### config.mk
export PLATFORM = sky130hd
export DESIGN_NAME = neg_abs_seq_unit_flat
export DESIGN_NICKNAME = d
export VERILOG_FILES = /design/src/rtl/neg_abs_seq_unit_if.sv /design/src/rtl/neg_abs_seq_unit.sv /design/src/flat_wrapper.sv
export SDC_FILE = /design/constraint.sdc
export NUM_CORES = 1
export LEC_CHECK = 0
export BUFFER_PORTS_ARGS = -buffer_cell sky130_fd_sc_hd__buf_2
export CORE_MARGIN = 2
export CORE_UTILIZATION = 40
export DETAILED_ROUTE_END_ITERATION = 7
export PLACE_DENSITY = 0.71
export SETUP_SLACK_MARGIN = 0.1
export SKIP_CTS_REPAIR_TIMING = 1
export SLEW_MARGIN = 15
export SYNTH_ARGS = -nofsm -noshare
export SYNTH_HDL_FRONTEND = slang
export SYNTH_SLANG_ARGS = --single-unit
### constraint.sdc
create_clock -name clk -period 4.1 [get_ports clk]
set_input_delay 0.82 -clock clk [delete_from_list [all_inputs] [get_ports clk]]
set_output_delay 0.82 -clock clk [all_outputs]
set_load 0.005 [all_outputs]
### src/rtl/neg_abs_seq_unit_if.sv
// Handshake/data bundle for neg_abs_seq_unit.
// master: control unit side (drives request); slave: the unit itself.
interface neg_abs_seq_unit_if #(
  parameter int unsigned WIDTH = 32
);
  logic             start;
  logic [1:0]       mode;
  logic [WIDTH-1:0] operand;
  logic [WIDTH-1:0] result;
  logic             done;
  logic             busy;
  logic             ovf;

  modport master (
    output start, mode, operand,
    input  result, done, busy, ovf
  );

  modport slave (
    input  start, mode, operand,
    output result, done, busy, ovf
  );
endinterface

### src/rtl/neg_abs_seq_unit.sv
// neg_abs_seq_unit: multi-cycle two's-complement PASS/NEG/ABS unit.
// Processes CHUNK bits per cycle with the +1 carry rippling across cycles;
// done pulses NCHUNK cycles after the accepting edge.
// Optional build macro NEG_ABS_SAT_EN: saturate the most-negative overflow
// case to the most positive value instead of wrapping.
module neg_abs_seq_unit #(
  parameter int unsigned WIDTH = 32,
  parameter int unsigned CHUNK = 8
) (
  input logic               clk,
  input logic               clr,
  neg_abs_seq_unit_if.slave bus
);

  localparam int unsigned      NCHUNK   = WIDTH / CHUNK;
  localparam int unsigned      IDXW     = (NCHUNK > 1) ? $clog2(NCHUNK) : 1;
  localparam logic [WIDTH-1:0] MOST_NEG = {1'b1, {(WIDTH-1){1'b0}}};
  localparam logic [WIDTH-1:0] MOST_POS = {1'b0, {(WIDTH-1){1'b1}}};

  typedef enum logic [1:0] {
    S_IDLE = 2'd0,
    S_BUSY = 2'd1,
    S_DONE = 2'd2
  } state_t;

  typedef enum logic [1:0] {
    MODE_PASS = 2'b00,
    MODE_NEG  = 2'b01,
    MODE_ABS  = 2'b10,
    MODE_RSVD = 2'b11
  } mode_t;

  state_t           state_q;
  logic [WIDTH-1:0] opnd_q, opnd_d;
  logic [IDXW-1:0]  idx_q;
  logic             carry_q, carry_d;
  logic             inv_q;
  logic             ovf_pend_q;
  logic [WIDTH-1:0] result_q;
  logic             done_q, busy_q, ovf_q;

  logic [CHUNK-1:0] slice;
  logic [CHUNK:0]   sum;
  logic             accept_inv;
  logic             last_chunk;

  // Select the active slice, add the rippling carry and write it back into the working operand.
  always_comb begin
    slice = '0;
    for (int unsigned k = 0; k < NCHUNK; k++) begin
      if (idx_q == IDXW'(k)) slice = opnd_q[k*CHUNK +: CHUNK];
    end
    sum     = {1'b0, slice ^ {CHUNK{inv_q}}} + {{CHUNK{1'b0}}, carry_q};
    carry_d = sum[CHUNK];
    opnd_d  = opnd_q;
    for (int unsigned k = 0; k < NCHUNK; k++) begin
      if (idx_q == IDXW'(k)) opnd_d[k*CHUNK +: CHUNK] = sum[CHUNK-1:0];
    end
    last_chunk = (idx_q == IDXW'(NCHUNK - 1));
  end

  // Decide whether the accepted operand gets inverted (+1 comes from the initial carry).
  always_comb begin
    accept_inv = 1'b0;
    case (mode_t'(bus.mode))
      MODE_NEG: accept_inv = 1'b1;
      MODE_ABS: accept_inv = bus.operand[WIDTH-1];
      default:  accept_inv = 1'b0;
    endcase
  end

  // Control FSM with registered handshake and result outputs.
  always_ff @(posedge clk) begin
    if (clr) begin
      state_q    <= S_IDLE;
      opnd_q     <= '0;
      idx_q      <= '0;
      carry_q    <= 1'b0;
      inv_q      <= 1'b0;
      ovf_pend_q <= 1'b0;
      result_q   <= '0;
      done_q     <= 1'b0;
      busy_q     <= 1'b0;
      ovf_q      <= 1'b0;
    end else begin
      done_q <= 1'b0;
      case (state_q)
        S_IDLE, S_DONE: begin
          if (bus.start) begin
            state_q    <= S_BUSY;
            opnd_q     <= bus.operand;
            inv_q      <= accept_inv;
            carry_q    <= accept_inv;
            ovf_pend_q <= accept_inv && (bus.operand == MOST_NEG);
            idx_q      <= '0;
            busy_q     <= 1'b1;
          end else begin
            state_q <= S_IDLE;
          end
        end
        S_BUSY: begin
          opnd_q  <= opnd_d;
          carry_q <= carry_d;
          idx_q   <= idx_q + 1'b1;
          if (last_chunk) begin
            state_q <= S_DONE;
            idx_q   <= '0;
            done_q  <= 1'b1;
            busy_q  <= 1'b0;
            ovf_q   <= ovf_pend_q;
`ifdef NEG_ABS_SAT_EN
            result_q <= ovf_pend_q ? MOST_POS : opnd_d;
`else
            // Wrapped negation of the most-negative value already equals the operand.
            result_q <= opnd_d;
`endif
          end
        end
        default: begin
          state_q <= S_IDLE;
          busy_q  <= 1'b0;
        end
      endcase
    end
  end

`ifndef NEG_ABS_SAT_EN
  logic unused_most_pos;
  assign unused_most_pos = ^MOST_POS;
`endif

  assign bus.result = result_q;
  assign bus.done   = done_q;
  assign bus.busy   = busy_q;
  assign bus.ovf    = ovf_q;

endmodule
### src/flat_wrapper.sv
// flat-port wrapper written by rule: the top's interface ports become plain ports
module neg_abs_seq_unit_flat 
#(
  parameter int unsigned WIDTH = 32,
  parameter int unsigned CHUNK = 8
)
  (clk, clr, bus_start, bus_mode, bus_operand, bus_result, bus_done, bus_busy, bus_ovf);
  neg_abs_seq_unit_if #(.WIDTH(WIDTH)) bus_i ();
  input logic clk;
  input logic clr;
  input wire logic [$bits(bus_i.start)-1:0] bus_start;
  input wire logic [$bits(bus_i.mode)-1:0] bus_mode;
  input wire logic [$bits(bus_i.operand)-1:0] bus_operand;
  output wire logic [$bits(bus_i.result)-1:0] bus_result;
  output wire logic [$bits(bus_i.done)-1:0] bus_done;
  output wire logic [$bits(bus_i.busy)-1:0] bus_busy;
  output wire logic [$bits(bus_i.ovf)-1:0] bus_ovf;
  assign bus_i.start = bus_start;
  assign bus_i.mode = bus_mode;
  assign bus_i.operand = bus_operand;
  assign bus_result = bus_i.result;
  assign bus_done = bus_i.done;
  assign bus_busy = bus_i.busy;
  assign bus_ovf = bus_i.ovf;
  neg_abs_seq_unit #(.WIDTH(WIDTH), .CHUNK(CHUNK)) u_core (.clk(clk), .clr(clr), .bus(bus_i));
endmodule
After elaboration in Yosys (flattened, before gate mapping)
Cells that the tools add are included.

Register bits: 74. Bits in latches: 0. Memory bits (writable): 0. Memory bits (read-only): 0. Bits of input ports: 37. Output and inout bits: 35. Logic and storage cells: 57. Memories kept: 0.

Add/subtract/negate cells: 2. Multiply operators: 0. Divide/modulo/power cells: 0. Magnitude comparators: 0. Eq/ne operators: 10. Shift-type cells: 0. Multiplexer cells: 23. Bitwise gates (word level): 2. Reduce and logical (&&, ||, !) cells: 10.

Operator list (number): two-way mux 8 bit (8); one-hot mux 32 bit (2 select lines) (1); == test 32 bit, second input constant (1); two-way mux 32 bit (1); adder 8 x 1 -> 9 bit (1); == test 2 bit, second input constant (4); one-hot mux 2 bit (2 select lines) (2); AND reduction 2 bit (4); bitwise XOR 8 bit (1); == test 2 x 1 -> 1 bit, second input constant (3); two-way mux 2 bit (3); one-hot mux 1 bit (2 select lines) (3); two-way mux 1 bit (5); zero test 2 bit (2); OR reduction 2 bit (2); adder 2 x 1 -> 2 bit, second input constant (1); != test 2 x 1 -> 1 bit, second input constant (1); != test 2 bit, second input constant (1); nonzero test 2 bit (1); logical AND 1 bit (1); NOT 1 bit (1).

Depth between registers and ports, before layout
Word-level depth: 9. Mapped depth: 16. Mapped depth without buffers: 15.

Least setup slack after synthesis
No wires, ideal clock.

Path kind: reg-to-reg. Start: reg u_core.idx_q[1]. End: reg u_core.result_q[22] (netlist: u_core.bus.result[22]). Setup time: 0.134 ns. Arrival time: 2.727 ns. Required time: 3.966 ns. Setup slack: 1.239 ns. Cell stages (with the launch flop): 17. Buffers on the path: 2. Period minus slack after synthesis: 2.861 ns. Cells stage by stage: dfxtp_1 -> inv_1 -> ha_1 -> buf_6 -> buf_6 -> nor2_1 -> a21oi_1 -> nor2_1 -> a21oi_1 -> o21ai_0 -> xor2_1 -> ha_1 -> nand4b_1 -> o21a_1 -> a211oi_2 -> xor2_2 -> o22ai_1.

Longest elaborated chain between the ends: 8. Elaborated cells between the ends (all ways): 12. Classes of those cells: add/sub: 1; eq/ne: 3; mux: 5; bitwise: 1; reduce/logical: 2.

Ends and longest elaborated chain: start: declaration (RTL line neg_abs_seq_unit.sv:35) `logic [IDXW-1:0] idx_q;`; start signal: assignment (RTL line neg_abs_seq_unit.sv:104) `idx_q <= idx_q + 1'b1;`; zero test 2 bit (RTL line neg_abs_seq_unit.sv:51) `if (idx_q == IDXW'(k)) slice = opnd_q[k*CHUNK +: CHUNK];`; two-way mux 8 bit (4 in a row) (RTL line neg_abs_seq_unit.sv:51); bitwise XOR 8 bit (RTL line neg_abs_seq_unit.sv:53) `sum = {1'b0, slice ^ {CHUNK{inv_q}}} + {{CHUNK{1'b0}}, carry_q};`; adder 8 x 1 -> 9 bit (RTL line neg_abs_seq_unit.sv:53); two-way mux 8 bit (RTL line neg_abs_seq_unit.sv:57) `if (idx_q == IDXW'(k)) opnd_d[k*CHUNK +: CHUNK] = sum[CHUNK-1:0];`; end signal: assignment (RTL line neg_abs_seq_unit.sv:115) `result_q <= opnd_d;`; end: declaration (RTL line neg_abs_seq_unit.sv:39) `logic [WIDTH-1:0] result_q;`.

Several ways; a longest one is shown, not always the timed one. A chain may end at the register's enable or synchronous reset.

Final worst setup path
Same ends and word-level chain as after synthesis.

==> implementation parameters <==
Parameter                              Value

Global route
  Total global routing track utilization ... 0.227
  Wire length of the first global-routing pass ... 18,200 um
  Initial antenna violation count ... 0
  Maximum number of pins on one net before global-route repair ... 41
  Overflow left after global routing ... 0
  Number of global-route vias before repair ... 3,490

Place
  Number of buffers added on ports ... 71
  Placed cells ... 636
  HPWL reported at the end of detailed placement ... 8350 um
  GP Congestion ... 0.948

STA
  Final hold viol count ... 0
  Maximum clock frequency ... 312 MHz
  Pins over their slew limit ... 0
  Number of setup violations in the final report ... 0
  Slew margin rel. ... 0.478
  Setup repair after global routing missed its margin ... false
  Worst clock skew ... 0.0127 ns
  Post-route minimum period ... 3.21 ns
  Final worst-path cycle share ... 0.783
  Setup TNS Final ... 0 ns
  Slew @ Worst Pin ... 0.783 ns

Final layout
  Area growth from synthesis to layout ... 16.8%
  Antenna diodes ... 0
  Layout filler cell count ... 942
  Share of cells above drive strength 1 ... 0.231
  Post-route non-filler standard cell count ... 652
  Most used cells in the layout excluding fill and tap cells ... dfxtp_1 (74), buf_2 (71), nor2_1 (62), a21oi_1 (37), nand2_1 (35)
  Leading cell type in the layout, fill and taps excluded ... dfxtp_1
  Layout net count ... 559

Yosys
  Post-Synthesis Mean Instance Area ... 8.54 sq um
  Synthesis warning total ... 0
  Number of flops mapped to enable cells by yosys ... 0
  Area contributors post-synth ... dfxtp_1 (38%), nor2_1 (6.0%), a21oi_1 (4.8%)
  Mux contribution to synthesized area ... 0.0360
  Dominant synthesized flop cell ... dfxtp_1
  Fraction of the yosys area taken by sequential cells ... 0.380
  Dominant combinational cell family by area after synthesis ... simple AND/OR/NAND/NOR gates
  Netlist area before placement ... 0.00389 sq mm
  Distinct cells, synth ... 53
  Synthesized Nets ... 501
  Simple-gate share of the synthesized area ... 0.238
  Synth async-reset ratio ... 0
  Area fraction in compound gates after synthesis ... 0.235
  Synthesized-area fraction occupied by xor and xnor cells ... 0.0331
  Top cell type's share of synthesized area ... 0.380
  Synth Instances ... 456
  Post-synth top area cell ... dfxtp_1
  Adder-cell area share of the yosys netlist ... 0.0257
  Count of state elements after synthesis ... 74

CTS
  Clock root buffer ... clkbuf_8
  Clock Pin Slew Worst Setup and Hold Paths ... 0.08 ns
  Clock tree from TritonCTS ... yes
  Max Root-Sink Buffers ... 2
  Clock latency reported for the late side of the worst-skew pair ... 0.36 ns
  Number of H-tree levels ... 3
  Number of clock buffers inserted by TritonCTS ... 9
  Total number of clock tree sinks ... 74

Drt
  Met1 Routed Length ... 5190 um
  Met2 WL ... 5290 um
  Post-DR vias/cell ... 5.69
  Top Layer Used ... met4
  Remaining routing DRC violations ... 0
  Wire length on met3 ... 901 um
  Post-Route WL ... 11,700 um
  Vias after detailed routing ... 3,708
  Routed length per instance ... 17.9 um
  Final ANT Viol Nets ... 0
  DRT iter0 DRCs ... 287
  First-pass iteration count of the detailed router ... 5

Critical path
  Critical path class ... reg -> reg
  Setup slack of the worst register-to-register path ... 0.89 ns
  Critical path capture point type ... register
  Startpoint Class ... register
  Beginning of the critical path ... u_core.idx_q[1]$_SDFFE_PP0P_
  Start of the worst register-to-register path ... u_core.idx_q[1]$_SDFFE_PP0P_
  Worst EP required ... 4.31 ns
  Endpoint of the worst setup timing path ... u_core.bus.result[22]$_SDFFE_PP0P_
  Cell count of the worst reg-to-reg path ... 15
  Data arrival time of the critical path ... 3.42 ns
  Reg-to-reg endpoint ... u_core.bus.result[22]$_SDFFE_PP0P_
  Maximum fanout along the worst path ... 16

Run status
  Result of the run ... complete, no violations

Min path
  Kind of path behind the tightest hold check ... reg -> reg
  Hold wc startpoint ... u_core.bus.result[24]$_SDFFE_PP0P_

Die
  Die outline area ... 0.0105 sq mm
  Placement Rows ... 36
  Number of top-level design ports ... 72
  Vert. Die Dim ... 103 um
  Area of the core ... 0.00959 sq mm
  Die outline width ... 103 um
  Initial Util ... 0.406

Pwr
  Power density over the cells ... 379 mW/mm^2
  Peak supply drop ... 0.000141 V
  Leak Pwr ... 1.75 nW

Flow run
  Max-capacitance violation count ... 0
## cells in the mapped netlist (all sizes together), types with 2 or more instances
| cell | n |
|---|---|
| a211o | 2 |
| xnor2 | 9 |
| a211oi | 28 |
| a21oi | 37 |
| buf | 12 |
| nand3b | 8 |
| and2 | 6 |
| nand2 | 36 |
| o21ai | 8 |
| a21o | 4 |
| nor3 | 13 |
| a2111oi | 8 |
| or3 | 3 |
| and4 | 2 |
| inv | 6 |
| o22ai | 19 |
| nand4 | 2 |
| a31o | 3 |
| and3 | 5 |
| ha | 8 |
| nor2 | 63 |
| nor3b | 13 |
| a22oi | 12 |
| nand2b | 3 |
| xor2 | 4 |
| nor4 | 14 |
| mux2i | 14 |
| clkbuf | 24 |
| dfxtp | 74 |
| nor2b | 8 |
## cell families (layout without fill, tap and decap cells)
group / count (synthesis) / after routing
multiplexers: 14 / 14
AO/OA/AOI/OAI: 126 / 126
buffers and inverters: 42 / 105
adder cells (fa/ha/maj): 8 / 8
AND/OR/NAND/NOR: 179 / 179
XOR/XNOR: 13 / 13
flip-flops: 74 / 74
## final cells by class
class                   count  area (sq um)  share of cell area
clock buffers              10           138              0.0303
clock inverters             6          80.1              0.0176
inverters                   6          22.5             0.00495
multi-input cells         340          2210               0.487
flip-flops and latches     74          1480               0.326
well taps                 133           166              0.0366
repair buffers             83           445              0.0979
## critical path: stages, from the launching register on
cell,delay (ns)
dfxtp_1,0.38
inv_1,0.08
ha_1,0.20
buf_4,0.21
nor2_1,0.13
a21oi_1,0.05
nor2_1,0.09
a21oi_1,0.05
o21ai_0,0.22
xor2_1,0.23
ha_1,0.29
nand4b_1,0.16
o21a_1,0.22
a211oi_2,0.25
xor2_2,0.38
o22ai_1,0.15
## power by group
group	switching [mW]	internal [mW]	leakage (nW)
combinational	0.195	0.115	1.03
sequential	0.0274	0.749	0.603
clock	0.280	0.355	0.116
## metal layers
metal | track usage | vias up
met2 | 0.355 | 169
li1 | - | 1784
met4 | 0.0944 | 0
met1 | 0.299 | 1732
met3 | 0.0583 | 23
met5 | 0 | -
## worst min-delay path by stage
stage,cells past startpoint,to
CTS,2,u_core.bus.result[24]$_SDFFE_PP0P_
finish,2,u_core.bus.result[24]$_SDFFE_PP0P_
floorplan,2,u_core.bus.ovf$_SDFFE_PP0P_
global route,2,u_core.bus.result[20]$_SDFFE_PP0P_
detailed placement,2,u_core.bus.result[24]$_SDFFE_PP0P_
global placement,2,u_core.bus.result[24]$_SDFFE_PP0P_
## stage by stage
step	utilization	instance area [sq um]	hold slack [ns]	setup slack [ns]	total power, mW
final	0.474	4550	0.454	0.891	1.72
after global placement	0.451	4330	0.441	1.05	1.09
after CTS	0.474	4550	0.456	0.922	1.72
after detailed placement	0.451	4330	0.446	0.929	1.10
after floorplan	-	3890	0.432	1.24	0.996
after global routing	0.474	4550	0.472	0.663	1.78
## sequential cells by signal (all words and copies together), names as in the netlist
signal and flops:
u_core.bus.busy 1, u_core.bus.done 1, u_core.bus.ovf 1, u_core.bus.result 32
u_core.carry_q 1, u_core.idx_q 2, u_core.inv_q 1, u_core.opnd_q 32
u_core.ovf_pend_q 1, u_core.state_q 2
Power figures use the tool's default switching activity.
